**config.mk**
```make
export PLATFORM = sky130hd
export DESIGN_NAME = fft_butterfly_flat
export DESIGN_NICKNAME = d
export VERILOG_FILES = /design/src/rtl/fft_butterfly_if.sv /design/src/rtl/fft_butterfly.sv /design/src/flat_wrapper.sv
export SDC_FILE = /design/constraint.sdc
export NUM_CORES = 2
export LEC_CHECK = 0
export ABC_CLOCK_PERIOD_IN_PS = 9300
export CAP_MARGIN = 5
export CORE_UTILIZATION = 25
export CTS_CLUSTER_SIZE = 28
export DETAILED_ROUTE_END_ITERATION = 7
export PLACE_DENSITY = 0.41
export SYNTH_ARGS = -nofsm -noshare
export SYNTH_HDL_FRONTEND = slang
export SYNTH_SLANG_ARGS = --single-unit
```
**constraint.sdc**
```tcl
create_clock -name clk -period 9.3 [get_ports clk]
set_input_delay 0.93 -clock clk [delete_from_list [all_inputs] [get_ports clk]]
set_output_delay 0.93 -clock clk [all_outputs]
set_load 0.005 [all_outputs]
```
**src/rtl/fft_butterfly_if.sv**
```systemverilog
// Beat-level bundle for the radix-2 butterfly: one input pair with its twiddle and tag in,
// and one output pair with its tag out, per clock cycle. There is no backpressure.
interface fft_butterfly_if #(
   parameter int WIDTH  = 32,
   parameter int MWIDTH = 1
);
   logic              in_nd;
   logic [WIDTH-1:0]  x;
   logic [WIDTH-1:0]  y;
   logic [WIDTH-1:0]  w;
   logic [MWIDTH-1:0] in_m;

   logic              out_nd;
   logic [WIDTH-1:0]  z;
   logic [WIDTH-1:0]  z2;
   logic [MWIDTH-1:0] out_m;
   logic              error;

   modport master (
      output in_nd, x, y, w, in_m,
      input  out_nd, z, z2, out_m, error
   );

   modport slave (
      input  in_nd, x, y, w, in_m,
      output out_nd, z, z2, out_m, error
   );
endinterface

```
**src/rtl/fft_butterfly.sv**
```systemverilog
// Four-stage pipelined radix-2 DIT butterfly: z = (x + w*y)/2, z2 = (x - w*y)/2,
// per-component saturation with a sticky error flag, and a tag carried alongside the data.
module fft_butterfly #(
   parameter int WIDTH    = 32,
   parameter int MWIDTH   = 1,
   parameter int TF_SHIFT = 14
) (
   input  logic           clk,
   input  logic           rst,
   fft_butterfly_if.slave bf
);
   localparam int H  = WIDTH / 2;
   localparam int AW = H + 2;

   function automatic logic [H-1:0] saturate(input logic [H:0] v);
      if (v[H] == v[H-1]) begin
         return v[H-1:0];
      end
      return v[H] ? {1'b1, {(H-1){1'b0}}} : {1'b0, {(H-1){1'b1}}};
   endfunction

   // ---------------- S1: input capture ----------------
   logic              s1_valid_reg;
   logic [WIDTH-1:0]  s1_x_reg;
   logic [WIDTH-1:0]  s1_y_reg;
   logic [WIDTH-1:0]  s1_w_reg;
   logic [MWIDTH-1:0] s1_m_reg;

   always_ff @(posedge clk) begin
      if (rst) begin
         s1_valid_reg <= 1'b0;
      end else begin
         s1_valid_reg <= bf.in_nd;
      end
   end

   always_ff @(posedge clk) begin
      if (bf.in_nd) begin
         s1_x_reg <= bf.x;
         s1_y_reg <= bf.y;
         s1_w_reg <= bf.w;
         s1_m_reg <= bf.in_m;
      end
   end

   // ---------------- S2: four partial products ----------------
   logic signed [WIDTH-1:0] w_ext [2];
   logic signed [WIDTH-1:0] y_ext [2];
   logic signed [WIDTH-1:0] s2_prod [4];
   logic                    s2_valid_reg;
   logic [WIDTH-1:0]        s2_x_reg;
   logic [MWIDTH-1:0]       s2_m_reg;

   // Index 0 is the real half (upper bits), index 1 the imaginary half.
   for (genvar gi = 0; gi < 2; gi++) begin : g_split
      localparam int LSB = (1 - gi) * H;
      assign w_ext[gi] = {{H{s1_w_reg[LSB+H-1]}}, s1_w_reg[LSB +: H]};
      assign y_ext[gi] = {{H{s1_y_reg[LSB+H-1]}}, s1_y_reg[LSB +: H]};
   end

   // Product order: wr*yr, wi*yi, wr*yi, wi*yr.
   for (genvar gi = 0; gi < 4; gi++) begin : g_mult
      localparam int WI = gi % 2;
      localparam int YI = (gi == 1 || gi == 2) ? 1 : 0;
      logic signed [WIDTH-1:0] prod_reg;

      always_ff @(posedge clk) begin
         if (s1_valid_reg) begin
            prod_reg <= w_ext[WI] * y_ext[YI];
         end
      end

      assign s2_prod[gi] = prod_reg;
   end

   always_ff @(posedge clk) begin
      if (rst) begin
         s2_valid_reg <= 1'b0;
      end else begin
         s2_valid_reg <= s1_valid_reg;
      end
   end

   always_ff @(posedge clk) begin
      if (s1_valid_reg) begin
         s2_x_reg <= s1_x_reg;
         s2_m_reg <= s1_m_reg;
      end
   end

   // ---------------- S3: complex product, rescaled by the twiddle fraction ----------------
   logic signed [WIDTH:0] pr_full;
   logic signed [WIDTH:0] pi_full;
   logic [H:0]            s3_pr_reg;
   logic [H:0]            s3_pi_reg;
   logic                  s3_valid_reg;
   logic [WIDTH-1:0]      s3_x_reg;
   logic [MWIDTH-1:0]     s3_m_reg;

   assign pr_full = {s2_prod[0][WIDTH-1], s2_prod[0]} - {s2_prod[1][WIDTH-1], s2_prod[1]};
   assign pi_full = {s2_prod[2][WIDTH-1], s2_prod[2]} + {s2_prod[3][WIDTH-1], s2_prod[3]};

   always_ff @(posedge clk) begin
      if (rst) begin
         s3_valid_reg <= 1'b0;
      end else begin
         s3_valid_reg <= s2_valid_reg;
      end
   end

   // Slicing from TF_SHIFT upward is a flooring arithmetic shift followed by truncation.
   always_ff @(posedge clk) begin
      if (s2_valid_reg) begin
         s3_pr_reg <= pr_full[TF_SHIFT +: H+1];
         s3_pi_reg <= pi_full[TF_SHIFT +: H+1];
         s3_x_reg  <= s2_x_reg;
         s3_m_reg  <= s2_m_reg;
      end
   end

   // ---------------- S4: sum/difference, halve, saturate ----------------
   logic [H:0]   p_part   [2];
   logic [H-1:0] sum_sat  [2];
   logic [H-1:0] diff_sat [2];
   logic [3:0]   clip;
   logic [1:0]   unused_lsb;
   logic         unused_bits;

   assign p_part[0] = s3_pr_reg;
   assign p_part[1] = s3_pi_reg;

   for (genvar gi = 0; gi < 2; gi++) begin : g_addsub
      localparam int LSB = (1 - gi) * H;
      logic signed [AW-1:0] x_ext;
      logic signed [AW-1:0] p_ext;
      logic signed [AW-1:0] sum;
      logic signed [AW-1:0] diff;

      assign x_ext = {{2{s3_x_reg[LSB+H-1]}}, s3_x_reg[LSB +: H]};
      assign p_ext = {p_part[gi][H], p_part[gi]};
      assign sum   = x_ext + p_ext;
      assign diff  = x_ext - p_ext;

      // Dropping bit 0 is the floor halving; the halved value fits iff its top two bits agree.
      assign sum_sat[gi]    = saturate(sum[AW-1:1]);
      assign diff_sat[gi]   = saturate(diff[AW-1:1]);
      assign clip[2*gi]     = sum[AW-1] ^ sum[AW-2];
      assign clip[2*gi+1]   = diff[AW-1] ^ diff[AW-2];
      assign unused_lsb[gi] = sum[0] ^ diff[0];
   end

   assign unused_bits = ^{pr_full, pi_full, unused_lsb};

   // ---------------- Output registers ----------------
   logic              out_nd_reg;
   logic [WIDTH-1:0]  z_reg;
   logic [WIDTH-1:0]  z2_reg;
   logic [MWIDTH-1:0] out_m_reg;
   logic              error_reg;

   always_ff @(posedge clk) begin
      if (rst) begin
         out_nd_reg <= 1'b0;
         z_reg      <= '0;
         z2_reg     <= '0;
         out_m_reg  <= '0;
         error_reg  <= 1'b0;
      end else begin
         out_nd_reg <= s3_valid_reg;
         if (s3_valid_reg) begin
            z_reg     <= {sum_sat[0], sum_sat[1]};
            z2_reg    <= {diff_sat[0], diff_sat[1]};
            out_m_reg <= s3_m_reg;
            if (|clip) begin
               error_reg <= 1'b1;
            end
         end
      end
   end

   assign bf.out_nd = out_nd_reg;
   assign bf.z      = z_reg;
   assign bf.z2     = z2_reg;
   assign bf.out_m  = out_m_reg;
   assign bf.error  = error_reg;
endmodule

```
**src/flat_wrapper.sv**
```systemverilog
// flat-port wrapper written by rule: the top's interface ports become plain ports
module fft_butterfly_flat 
#(
   parameter int WIDTH    = 32,
   parameter int MWIDTH   = 1,
   parameter int TF_SHIFT = 14
)
  (clk, rst, bf_in_nd, bf_x, bf_y, bf_w, bf_in_m, bf_out_nd, bf_z, bf_z2, bf_out_m, bf_error);
  fft_butterfly_if #(.WIDTH(WIDTH), .MWIDTH(MWIDTH)) bf_i ();
  input  logic clk;
  input  logic rst;
  input wire logic [$bits(bf_i.in_nd)-1:0] bf_in_nd;
  input wire logic [$bits(bf_i.x)-1:0] bf_x;
  input wire logic [$bits(bf_i.y)-1:0] bf_y;
  input wire logic [$bits(bf_i.w)-1:0] bf_w;
  input wire logic [$bits(bf_i.in_m)-1:0] bf_in_m;
  output wire logic [$bits(bf_i.out_nd)-1:0] bf_out_nd;
  output wire logic [$bits(bf_i.z)-1:0] bf_z;
  output wire logic [$bits(bf_i.z2)-1:0] bf_z2;
  output wire logic [$bits(bf_i.out_m)-1:0] bf_out_m;
  output wire logic [$bits(bf_i.error)-1:0] bf_error;
  assign bf_i.in_nd = bf_in_nd;
  assign bf_i.x = bf_x;
  assign bf_i.y = bf_y;
  assign bf_i.w = bf_w;
  assign bf_i.in_m = bf_in_m;
  assign bf_out_nd = bf_i.out_nd;
  assign bf_z = bf_i.z;
  assign bf_z2 = bf_i.z2;
  assign bf_out_m = bf_i.out_m;
  assign bf_error = bf_i.error;
  fft_butterfly #(.WIDTH(WIDTH), .MWIDTH(MWIDTH), .TF_SHIFT(TF_SHIFT)) u_core (.clk(clk), .rst(rst), .bf(bf_i));
endmodule
```
==> summary.txt <==
hold path startpoint = u_core.s1_x_reg[13]$_DFFE_PP_
Final GP Congestion = 0.835
startpoint types = register
Min Clock Period, post-route = 7850 ps
fillers = 23500
Clk pin slew, worst setup/hold paths = 60 ps
Max H-tree Level = 2
CTS tree = yes
worst reg-to-reg setup slack = 1450 ps
Hold Path Sink = u_core.s2_x_reg[13]$_DFFE_PP_
Slew HR = 23.0%
postcts setup bufs = 0
routed len/inst = 19.3 um
outcome = complete, no violations
port bufs = 166
Net Count, Synth = 7196
area of the multi-input gates = 0.0397 mm^2
cts-stage hold buffer count = 0
Synth Flop Type = edfxtp_1
share of cells above drive strength 1 = 5.38%
final-report max-slew violation count = 0
register area = 0.0111 mm^2
Fmax = 127 MHz
min-delay worst type = reg -> reg
Total Routing Usage GR = 15.2%
async set-reset flop share out of synthesis = 0%
Worst Path Required = 9750 ps
ranking of synthesized cells by area = fa_1, edfxtp_1, ha_1
Die Y = 477 um
synthesized instance count = 5626
via count of the first global-routing pass = 41200
Max Cap Viol = 0
first-pass GRT wire length = 261 mm
CTS buffer count = 54
Initial Util = 25.3%
post-synthesis average cell area = 10.0 um^2
via count = 37400
worst-path maximum fanout = 12
synthesis-to-layout area growth = 12.8%
YS warnings = 0
sequential area share after synthesis = 19.6%
reg2reg start = u_core.s1_y_reg[15]$_DFFE_PP_
nature of the critical path endpoint = register
Slew @ Worst Pin = 1150 ps
Ports = 167
hold depth = 0
global route total overflow = 0
antenna violations before repair = 16
most common cell after layout, fill and taps aside = inv_1
Reg-to-Reg End = u_core.g_mult[2].prod_reg[29]$_DFFE_PP_
Synth area leader = fa_1
drt drc = 0
Num Clock Sinks = 391
Bufs on Longest Clock Path = 3
kind of critical path = reg -> reg
die area = 0.227 mm^2
Iter 0 DRT Violations = 1654
core box area = 0.223 mm^2
# setup viols final = 0
Die X = 477 um
EDFF count, synth = 321
Rows = 173
max reg flops = 124
R2R cell count = 22
largest net degree at the start of global routing = 131
fin crit share = 84.4%
Mapped Area = 0.0564 mm^2
Data arrival, critical path = 8290 ps
clk_skew = 36.2 ps
drt first pass iters = 5
Yosys reg bits = 391
final-stage net count = 7289
DP HPWL = 137 mm
post-cts resize count = 0
final WL = 169 mm
final hold viol count = 0
clock root cell = clkbuf_16
post-route ant nets = 0
clock latency on the worst-skew pair = 710 ps
RSZ-0062 raised after global routing = no
setup tns final = 0 ps
Distinct cells, synth = 94
most frequent cells in the layout = inv_1, fa_1, nand2_1
Via density = 4.28
share of the synthesized area in the top cell type = 36.5%
==> Yosys cell counts (10+ instances only) <==
cell / count
edfxtp_1: 321
nand2_1: 551
o21ai_0: 74
and3_1: 17
a211oi_2: 20
a21o_1: 66
o31ai_1: 11
maj3_1: 34
or3_1: 10
maj3_2: 24
nand2b_1: 41
dfxtp_1: 70
nor3_1: 34
a21oi_1: 155
o21a_1: 23
nand3_1: 29
a211oi_1: 50
ha_1: 442
nor2_1: 226
clkbuf_1: 225
xnor2_1: 181
fa_1: 1028
nor2b_1: 24
inv_1: 1236
o21bai_1: 21
and2_1: 478
xor2_1: 48
==> critical path, cell delays in order (launching register included) <==
cell,delay [ps]
edfxtp_1,1010
inv_1,530
buf_4,370
nor2_1,160
fa_1,450
fa_1,460
fa_1,520
fa_1,440
fa_1,490
inv_1,50
fa_1,470
inv_1,40
ha_1,310
o21a_1,220
and3_1,210
nand2_1,80
o22ai_1,60
a41oi_1,430
a21oi_1,170
and4_1,240
a2111oi_1,540
a21oi_1,160
xor2_1,170
==> layer usage <==
metal,share of wire (%),GRT usage (%),up-vias
met3,4.7,2.60,154
met1,48,21.3,19200
met2,45,24.0,693
met4,2.8,4.01,8
met5,0.034,0,-
li1,-,-,17400
==> final cells by class <==
cell class                      instances  area share [%]
Inverter                             1238            7.31
Sequential cell                       391            17.4
Antenna cell                            1         0.00393
Timing Repair Buffer                  284            4.06
Multi-Input combinational cell       3750            62.4
Tap cell                             2975            5.85
Clock inverter                         31           0.519
Clock buffer                           71            2.49
==> cell families after synthesis <==
kind of cell               Yosys count  share of synthesized area [%]
xor gates and xnor gates           231                           3.61
and+or+nand+nor                   1450                           12.6
adders and majority gates         1528                           47.4
AOI/OAI and AO/OA                  535                           6.69
DFF                                391                           19.6
muxes                                6                          0.115
buffers and inverters             1485                           10.0
==> through the flow <==
| step | instance area (um^2) | util [%] | std cells | worst slack, ps | hold slack (ps) |
|---|---|---|---|---|---|
| 5_1_grt | 63600 | 28.5 | 8740 | 1010 | 426 |
| 4_1_cts | 63600 | 28.5 | 8740 | 1340 | 419 |
| 6_report | 63600 | 28.5 | 8741 | 1450 | 418 |
| 2_1_floorplan | 56400 | - | 5626 | 2910 | 400 |
| 3_3_place_gp | 61700 | 27.6 | 8638 | 1370 | 402 |
| 3_5_place_dp | 61700 | 27.6 | 8638 | 1350 | 405 |
==> worst max-delay path by stage <==
| stage | startpoint | end | slack (ps) | cells after the start |
|---|---|---|---|---|
| 3_5_place_dp | u_core.s1_y_reg[15]$_DFFE_PP_ | u_core.g_mult[2].prod_reg[29]$_DFFE_PP_ | 1350 | 22 |
| 6_report | u_core.s1_y_reg[15]$_DFFE_PP_ | u_core.g_mult[2].prod_reg[29]$_DFFE_PP_ | 1450 | 22 |
| 4_1_cts | u_core.s1_y_reg[15]$_DFFE_PP_ | u_core.g_mult[2].prod_reg[29]$_DFFE_PP_ | 1340 | 22 |
| 3_3_place_gp | u_core.s1_y_reg[15]$_DFFE_PP_ | u_core.g_mult[2].prod_reg[29]$_DFFE_PP_ | 1370 | 22 |
| 2_1_floorplan | u_core.s1_y_reg[15]$_DFFE_PP_ | u_core.g_mult[1].prod_reg[30]$_DFFE_PP_ | 2910 | 23 |
| 5_1_grt | u_core.s1_y_reg[15]$_DFFE_PP_ | u_core.g_mult[2].prod_reg[29]$_DFFE_PP_ | 1010 | 21 |
Power is left out: the tool's default activity adds up to more than one toggle a clock period on the data nets, which glitch-free logic cannot reach.
